==> src/rtl/bitseq_pkg.sv <==
// rtl/bitseq_pkg.sv - shared types and constants for the bit-sequence loader
package bitseq_pkg;

    localparam int BITSEQ_BYTE_W = 8;

    typedef enum logic [1:0] {
        IDLE,
        WAIT_BYTE,
        SHIFT,
        DONE
    } bitseq_ld_state_t;

endpackage

==> src/rtl/bitseq_loader.sv <==
// rtl/bitseq_loader.sv - unpacks an LSB-first byte stream into one-bit writes for the sequence player
//
// Ports:
//   clk, rst_n                 clock, asynchronous active-low reset
//   load_req/load_len          start a load of load_len bits (1..2^AW)
//   auto_start                 fire start_trig when the load completes
//   abort                      cancel an in-progress load without error
//   s_valid/s_ready/s_data/s_last   packed byte stream, bit 0 first
//   playing                    player busy; loads are refused while high
//   wr_en/wr_addr/wr_bit       player sequence-memory write port
//   len_out/start_trig         committed length and start pulse to the player
//   busy/done/err              status: in progress, success pulse, sticky error
module bitseq_loader
    import bitseq_pkg::*;
#(
    parameter int AW = 8
) (
    input  logic                     clk,
    input  logic                     rst_n,
    input  logic                     load_req,
    input  logic [AW:0]              load_len,
    input  logic                     auto_start,
    input  logic                     abort,
    input  logic                     s_valid,
    output logic                     s_ready,
    input  logic [BITSEQ_BYTE_W-1:0] s_data,
    input  logic                     s_last,
    input  logic                     playing,
    output logic                     wr_en,
    output logic [AW-1:0]            wr_addr,
    output logic                     wr_bit,
    output logic [AW:0]              len_out,
    output logic                     start_trig,
    output logic                     busy,
    output logic                     done,
    output logic                     err
);

    localparam logic [AW:0] LEN_MAX = {1'b1, {AW{1'b0}}};
    localparam logic [AW:0] ONE     = {{AW{1'b0}}, 1'b1};

    bitseq_ld_state_t state, nxt_state;

    logic [AW:0]              len_r, nxt_len;
    logic [AW:0]              bit_cnt, nxt_cnt;
    logic                     auto_r, nxt_auto;
    logic [2:0]               k, nxt_k;
    logic [BITSEQ_BYTE_W-1:0] byte_r, nxt_byte;
    logic                     last_r, nxt_last;

    logic                     nxt_wr_en;
    logic [AW-1:0]            nxt_wr_addr;
    logic                     nxt_wr_bit;
    logic [AW:0]              nxt_len_out;
    logic                     nxt_err;

    logic len_ok;
    logic last_bit;
    logic final_bit;

    assign len_ok    = (load_len != '0) && (load_len <= LEN_MAX);
    // bit_cnt indexes the bit being written during SHIFT
    assign last_bit  = (bit_cnt == len_r - ONE);
    assign final_bit = (k == 3'd7) || last_bit;

    always_comb begin
        nxt_state   = state;
        nxt_len     = len_r;
        nxt_cnt     = bit_cnt;
        nxt_auto    = auto_r;
        nxt_k       = k;
        nxt_byte    = byte_r;
        nxt_last    = last_r;
        nxt_wr_en   = 1'b0;
        nxt_wr_addr = wr_addr;
        nxt_wr_bit  = wr_bit;
        nxt_len_out = len_out;
        nxt_err     = err;

        case (state)
            IDLE: begin
                if (load_req) begin
                    if (len_ok && !playing) begin
                        nxt_len   = load_len;
                        nxt_auto  = auto_start;
                        nxt_cnt   = '0;
                        nxt_err   = 1'b0;
                        nxt_state = WAIT_BYTE;
                    end else begin
                        nxt_err = 1'b1;
                    end
                end
            end
            WAIT_BYTE: begin
                if (s_valid && s_ready) begin
                    nxt_byte    = s_data;
                    nxt_last    = s_last;
                    nxt_k       = 3'd0;
                    // first write of the byte is registered on the handshake edge
                    nxt_wr_en   = 1'b1;
                    nxt_wr_addr = bit_cnt[AW-1:0];
                    nxt_wr_bit  = s_data[0];
                    nxt_state   = SHIFT;
                end
            end
            SHIFT: begin
                nxt_cnt = bit_cnt + ONE;
                nxt_k   = k + 3'd1;
                if (!final_bit) begin
                    nxt_wr_en   = 1'b1;
                    nxt_wr_addr = nxt_cnt[AW-1:0];
                    nxt_wr_bit  = byte_r[nxt_k];
                end else if (last_bit && last_r) begin
                    nxt_len_out = len_r;
                    nxt_state   = DONE;
                end else if (!last_bit && !last_r) begin
                    nxt_state = WAIT_BYTE;
                end else begin
                    nxt_err   = 1'b1;
                    nxt_state = IDLE;
                end
            end
            DONE: begin
                nxt_state = IDLE;
            end
            default: nxt_state = IDLE;
        endcase

        // abort outranks everything, then the playing interlock
        if (state != IDLE) begin
            if (abort) begin
                nxt_state   = IDLE;
                nxt_wr_en   = 1'b0;
                nxt_len_out = len_out;
                nxt_err     = err;
            end else if (playing) begin
                nxt_state   = IDLE;
                nxt_wr_en   = 1'b0;
                nxt_len_out = len_out;
                nxt_err     = 1'b1;
            end
        end
    end

    always_ff @(posedge clk or negedge rst_n) begin
        if (!rst_n) begin
            state      <= IDLE;
            len_r      <= '0;
            bit_cnt    <= '0;
            auto_r     <= 1'b0;
            k          <= 3'd0;
            byte_r     <= '0;
            last_r     <= 1'b0;
            s_ready    <= 1'b0;
            wr_en      <= 1'b0;
            wr_addr    <= '0;
            wr_bit     <= 1'b0;
            len_out    <= '0;
            start_trig <= 1'b0;
            busy       <= 1'b0;
            done       <= 1'b0;
            err        <= 1'b0;
        end else begin
            state      <= nxt_state;
            len_r      <= nxt_len;
            bit_cnt    <= nxt_cnt;
            auto_r     <= nxt_auto;
            k          <= nxt_k;
            byte_r     <= nxt_byte;
            last_r     <= nxt_last;
            s_ready    <= (nxt_state == WAIT_BYTE);
            wr_en      <= nxt_wr_en;
            wr_addr    <= nxt_wr_addr;
            wr_bit     <= nxt_wr_bit;
            len_out    <= nxt_len_out;
            start_trig <= (nxt_state == DONE) && auto_r;
            busy       <= (nxt_state != IDLE);
            done       <= (nxt_state == DONE);
            err        <= nxt_err;
        end
    end

endmodule

==> config.mk <==
export PLATFORM = sky130hd
export DESIGN_NAME = bitseq_loader
export DESIGN_NICKNAME = d
export VERILOG_FILES = /design/src/rtl/bitseq_pkg.sv /design/src/rtl/bitseq_loader.sv
export SDC_FILE = /design/constraint.sdc
export NUM_CORES = 1
export LEC_CHECK = 0
export BUFFER_PORTS_ARGS = -buffer_cell sky130_fd_sc_hd__buf_2
export CAP_MARGIN = 20
export CORE_ASPECT_RATIO = 1.4
export CORE_MARGIN = 1.5
export CORE_UTILIZATION = 55
export CTS_CLUSTER_SIZE = 16
export DETAILED_ROUTE_END_ITERATION = 16
export PLACE_DENSITY = 0.9
export SYNTH_ARGS = -nofsm -noshare
export SYNTH_HDL_FRONTEND = slang
export SYNTH_SLANG_ARGS = --single-unit
==> constraint.sdc <==
create_clock -name clk -period 4.17 [get_ports clk]
set_input_delay 0.6255 -clock clk [delete_from_list [all_inputs] [get_ports clk]]
set_output_delay 0.6255 -clock clk [all_outputs]
set_load 0.02 [all_outputs]
# Yosys cells after proc, flatten, opt, wreduce, memory -nomap -nowiden

Index checks and enable logic that the tools add are counted.

Output and inout port bits: 24
Word-level logic and storage cells: 100
Register bits after elaboration: 57
Input port bits: 25

Reductions and logical operators: 22
$add $sub $neg: 3
Muxes and demuxes: 44
Equal/unequal tests: 13
Order comparisons: 2

Operators by type and width:

| cell                                                   | number |
|---|---|
| 2-to-1 mux 9 bit                                       | 8 |
| one-hot mux 9 bit (2 select lines)                     | 1 |
| 2-to-1 mux 1 bit                                       | 17 |
| 2-to-1 mux 2 bit                                       | 8 |
| 2-to-1 mux 8 bit                                       | 2 |
| one-hot mux 8 bit (2 select lines)                     | 1 |
| != test 2 bit (second input constant)                  | 6 |
| adder 9 x 1 -> 9 bit (second input constant)           | 1 |
| == test 9 bit                                          | 1 |
| less-or-equal comparator 9 bit (second input constant) | 1 |
| AND reduction 3 bit                                    | 3 |
| nonzero test 9 bit                                     | 1 |
| subtractor 9 x 1 -> 9 bit (second input constant)      | 1 |
| one-hot mux 2 bit (4 select lines)                     | 1 |
| nonzero test 2 bit                                     | 4 |
| == test 2 bit (second input constant)                  | 3 |
| logical AND 1 bit                                      | 6 |
| one-hot mux 1 bit (2 select lines)                     | 3 |
| one-hot mux 3 bit (2 select lines)                     | 1 |
| AND reduction 2 bit                                    | 3 |
| == test 2 x 1 -> 1 bit (second input constant)         | 2 |
| < comparator 3 x 4 -> 1 bit (second input constant)    | 1 |
| adder 3 x 1 -> 3 bit (second input constant)           | 1 |
| binary-select mux 1 bit (select 3 bit)                 | 1 |
| other kinds (5)                                        | 7 |

# Logic depth before layout (Yosys ltp)

Depth in word-level cells: 13
Gate-level depth with buffers: 14
Mapped depth without buffers: 13

# Least setup slack after synthesis

OpenSTA, ideal clock, no wires.

Kind: reg2reg
From: reg len_r[2]
To: reg s_ready
Setup slack: 0.893 ns
Cell stages (with the launch flop): 13
Data required time: 4.095 ns
Setup time: 0.075 ns
Period minus slack after synthesis: 3.277 ns
Arrival: 3.202 ns
Buffers on the path: 1
Path through: dfrtp_1 buf_6 or4_4 o211a_1 a311o_1 or2_2 and3_1 ha_1 nand3_1 nand3_1 a41o_1 a222oi_1 nor2b_1

Cells in the longest elaborated chain, start to end: 12
Elaborated cells between the ends (all ways): 14
Those cells by class: add/sub: 1; eq/ne: 2; mux: 7; reduce/logical: 4

Ends and longest elaborated chain:

| what                                 | line                 | RTL |
|---|---|---|
| start: declaration                   | bitseq_loader.sv:44  | `logic [AW:0] len_r, nxt_len;` |
| start signal: assignment             | bitseq_loader.sv:165 | `len_r <= nxt_len;` |
| subtractor 9 x 1 -> 9 bit *          | bitseq_loader.sv:63  | `assign last_bit = (bit_cnt == len_r - ONE);` |
| == test 9 bit *                      | bitseq_loader.sv:63  |  |
| logical NOT 1 bit                    | bitseq_loader.sv:116 | `end else if (!last_bit && !last_r) begin` |
| logical AND 1 bit                    | bitseq_loader.sv:116 |  |
| 2-to-1 mux 1 bit                     | bitseq_loader.sv:116 |  |
| 2-to-1 mux 2 bit                     | bitseq_loader.sv:113 | `end else if (last_bit && last_r) begin` |
| 2-to-1 mux 2 bit *                   | bitseq_loader.sv:109 | `if (!final_bit) begin` |
| one-hot mux 2 bit (4 select lines) * | bitseq_loader.sv:80  | `case (state)` |
| 2-to-1 mux 2 bit                     | bitseq_loader.sv:136 | `end else if (playing) begin` |
| 2-to-1 mux 2 bit                     | bitseq_loader.sv:131 | `if (abort) begin` |
| 2-to-1 mux 2 bit *                   | bitseq_loader.sv:130 | `if (state != IDLE) begin` |
| == test 2 x 1 -> 1 bit *             | bitseq_loader.sv:171 | `s_ready <= (nxt_state == WAIT_BYTE);` |
| end signal: assignment               | bitseq_loader.sv:171 |  |
| end: declaration                     | bitseq_loader.sv:25  | `output logic s_ready,` |

Mark *: on every way between the ends. The rest lies on a longest branch, timed or not.
A chain may end at the register's enable or synchronous reset.

# Worst setup path after layout

Ends and elaborated chain as after synthesis.

==> results_dict.tcl <==
set metrics [dict create \
    critPathBufInv 0 \
    power.share.clock_pct 22.5 \
    r2r-start "len_r[2]" \
    placed_area_um2 3480 \
    netlist_area_um2 3200 \
    dp.cells 446 \
    grt_usage_pct 25.4 \
    avgSynthCellArea_um2 9.26 \
    critical-path-top-delay-family "compound AO/OA/AOI/OAI gates" \
    cts_buffers 9 \
    die_area_um2 6300 \
    drt-total-wl_um 7140 \
    status "complete, no violations" \
    vias_per_cell 5.92 \
    timing.rr.end "s_ready" \
    grt_pass1_vias 2657 \
    path_clk_slew_ns 0.06 \
    gp_congestion 0.888 \
    slew_headroom_pct 44.7 \
    switching_share_pct 37.7 \
    fmax_mhz 279 \
    finalHoldViolations 0 \
    netlist_instances 346 \
    ctsLongestPathBuffers 2 \
    route.detailed.wl_per_inst_um 15.5 \
    synth-simple-area-share_pct 22.7 \
    setup_viol 0 \
    ant_nets 0 \
    end_kind "flop" \
    r2r_cells 11 \
    cts_max_level 3 \
    power.share.sequential_pct 43.0 \
    setup_tns_ns 0 \
    cts_hold_buf 0 \
    critPathMaxFanout 8 \
    synth_top_family_by_area "simple AND/OR/NAND/NOR gates" \
    skew_ns 0.00662 \
    port_buffers 48 \
    rsz0062_at_grt "false" \
    synth_compound_area_share_pct 14.2 \
    hp-class "in2async" \
    start_util_pct 57.6 \
    cts_tree "done" \
    r2r_slack_ns 0.58 \
    finalMaxSlewViolations 0 \
    clkSinkCount 57 \
    cts_setup_buffers 0 \
    period_share_pct 86.0 \
    post-route-drc-count 0 \
    dr.pass1.iters 4 \
    final_layout_size_suffix_gt1_share_pct 23.7 \
    cp.arrival_ns 3.86 \
    io_pins 49 \
    vdd_drop_max_mv 0.346 \
    grt_start_max_net_pins 47 \
    crit_required_ns 4.44 \
    cts_resized 0 \
    antenna_found_initial 0 \
    area_growth_pct 13.7 \
    vias 2731 \
    synth_seq_cells 57 \
    grt_pass1_wl_um 12000 \
    cpMostUsedCell "nand3_1" \
    power_w 0.00194 \
    synth_nets 381 \
    final_design_area_no_fill_um2 3640 \
    num_antenna_cells 0 \
    clock_latency_ns 0.35 \
    cts_root_buf "clkbuf_8" \
    worstSetupStartpointType "flop" \
    worst_pin_slew_ns 0.830 \
    crit_path_max_incr_delay_ns 0.64 \
    yosys_warnings 0 \
    period_needed_ns 3.59 \
    synthXorXnorAreaFrac_pct 2.46 \
    synth-edff-count 0 \
    dp_hpwl_um 5100 \
    synth_top_flop_cell "dfrtp_1" \
    synthArstFlopShare_pct 100 \
    power_frac_comb_pct 34.6 \
    num_rows 32 \
    worstSetupPathType "reg2reg" \
    ys_seq_area_share_pct 44.5 \
    fp.dieW_um 67.5 \
    crit_chain "or4_4 -> o211a_1 -> a311o_1 -> or2_2 -> and3_1 -> ha_1 -> nand3_1 -> nand3_1 -> a41o_1 -> a222oi_1 -> nor2b_1" \
    core-area_um2 5570 \
    p_leak_nw 1.82 \
    muxShareOfSynthArea_pct 7.66 \
    maxCapViolations 0 \
    die_y_um 93.3 \
    instances_no_fill 461 \
    grt-ovfl-total 0 \
    drtIter0Drc 209 \
    synthAdderAreaFrac_pct 3.91 \
    cp_slowest_cell "a222oi_1" \
    intPower_w 0.00121 \
    power.switching_w 0.000733 \
    p_per_area_nw_per_um2 534 \
    layout.nets 424 \
    synth_cell_types 50 \
]
## per-stage QoR
| step | worst slack [ns] | util [%] | hold WS (ns) |
|---|---|---|---|
| finish | 0.582 | 65.4 | 0.136 |
| global route | 0.374 | 65.4 | 0.145 |
| CTS | 0.572 | 65.4 | 0.140 |
| detailed placement | 0.608 | 62.5 | 0.460 |
| global placement | 0.664 | 62.5 | 0.456 |
| floorplan | 0.893 | - | 0.330 |
## cell usage after synthesis, types with 5 or more instances
library cell  count  area (um^2)
ha_1             10          125
nor2_1           17         63.8
nand4_1           5         31.3
mux2_2           16          180
and3_1           10         62.6
inv_1            16         60.1
a21oi_1          13         65.1
xor2_1            5         43.8
nor4_1            6         37.5
nor3_1           14         70.1
clkbuf_1         18         67.6
dfrtp_1          57         1430
o21ai_0          22          110
nand2_1          57          214
nand3_1          17         85.1
## sequential cells by signal (all words and copies together) (netlist names), 2 cells and up
signal   flops
bit_cnt      9
state        2
byte_r       8
len_r        9
len_out      9
k            3
wr_addr      8
## cells in the final DEF, fill, tap and decap left out, drive strengths merged, types with 11 or more instances in the layout
cell    synthesis  final
nor3           14     14
dfrtp          57     57
nand3          17     17
nand2          57     57
nor2           17     17
a21oi          14     14
o21ai          22     22
clkbuf         18     11
inv            16     16
buf             2     52
mux2           16     16
## power by group through the flow
stage / combinational [W] / sequential [W] / clock [W]
6_report: 0.000672 / 0.000835 / 0.000437
5_1_grt: 0.000745 / 0.000856 / 0.000475
4_1_cts: 0.000674 / 0.000834 / 0.000447
3_5_place_dp: 0.000667 / 0.000844 / 0
3_3_place_gp: 0.000642 / 0.000833 / 0
2_1_floorplan: 0.000473 / 0.000852 / 0
## how the worst max path moves through the flow
stage	startpoint	end	slack, ns	cells after the start
global placement	len_r[2]	s_ready	0.66	11
detailed placement	len_r[2]	s_ready	0.61	11
CTS	len_r[2]	s_ready	0.57	11
finish	len_r[2]	s_ready	0.58	11
global route	len_r[2]	state[1]	0.37	11
floorplan	len_r[2]	s_ready	0.89	12
## cells by family (layout without fill, tap and decap cells)
| logic type | Yosys count | count (layout) |
|---|---|---|
| and+or+nand+nor | 148 | 148 |
| AOI/OAI and AO/OA | 66 | 66 |
| DFF | 57 | 57 |
| buffers and inverters | 36 | 83 |
| muxes | 20 | 20 |
| adders and majority gates | 10 | 10 |
| xor gates and xnor gates | 9 | 9 |
## cell type report
class                   count  area, um^2
inverters                  16        60.1
fillers                   460        1920
multi-input cells         253        1640
clock buffers              11         141
clock inverters             4        20.0
repair buffers             52         270
well taps                  68        85.1
flip-flops and latches     57        1430
## routing by layer
metal,vias up,GRT usage [%],routed length [um]
met5,-,0,0
met4,0,13.1,192
li1,1321,-,-
met2,82,43.1,3680
met1,1307,29.3,2930
met3,21,5.54,343
No activity file was read; power rests on OpenSTA's default activity.
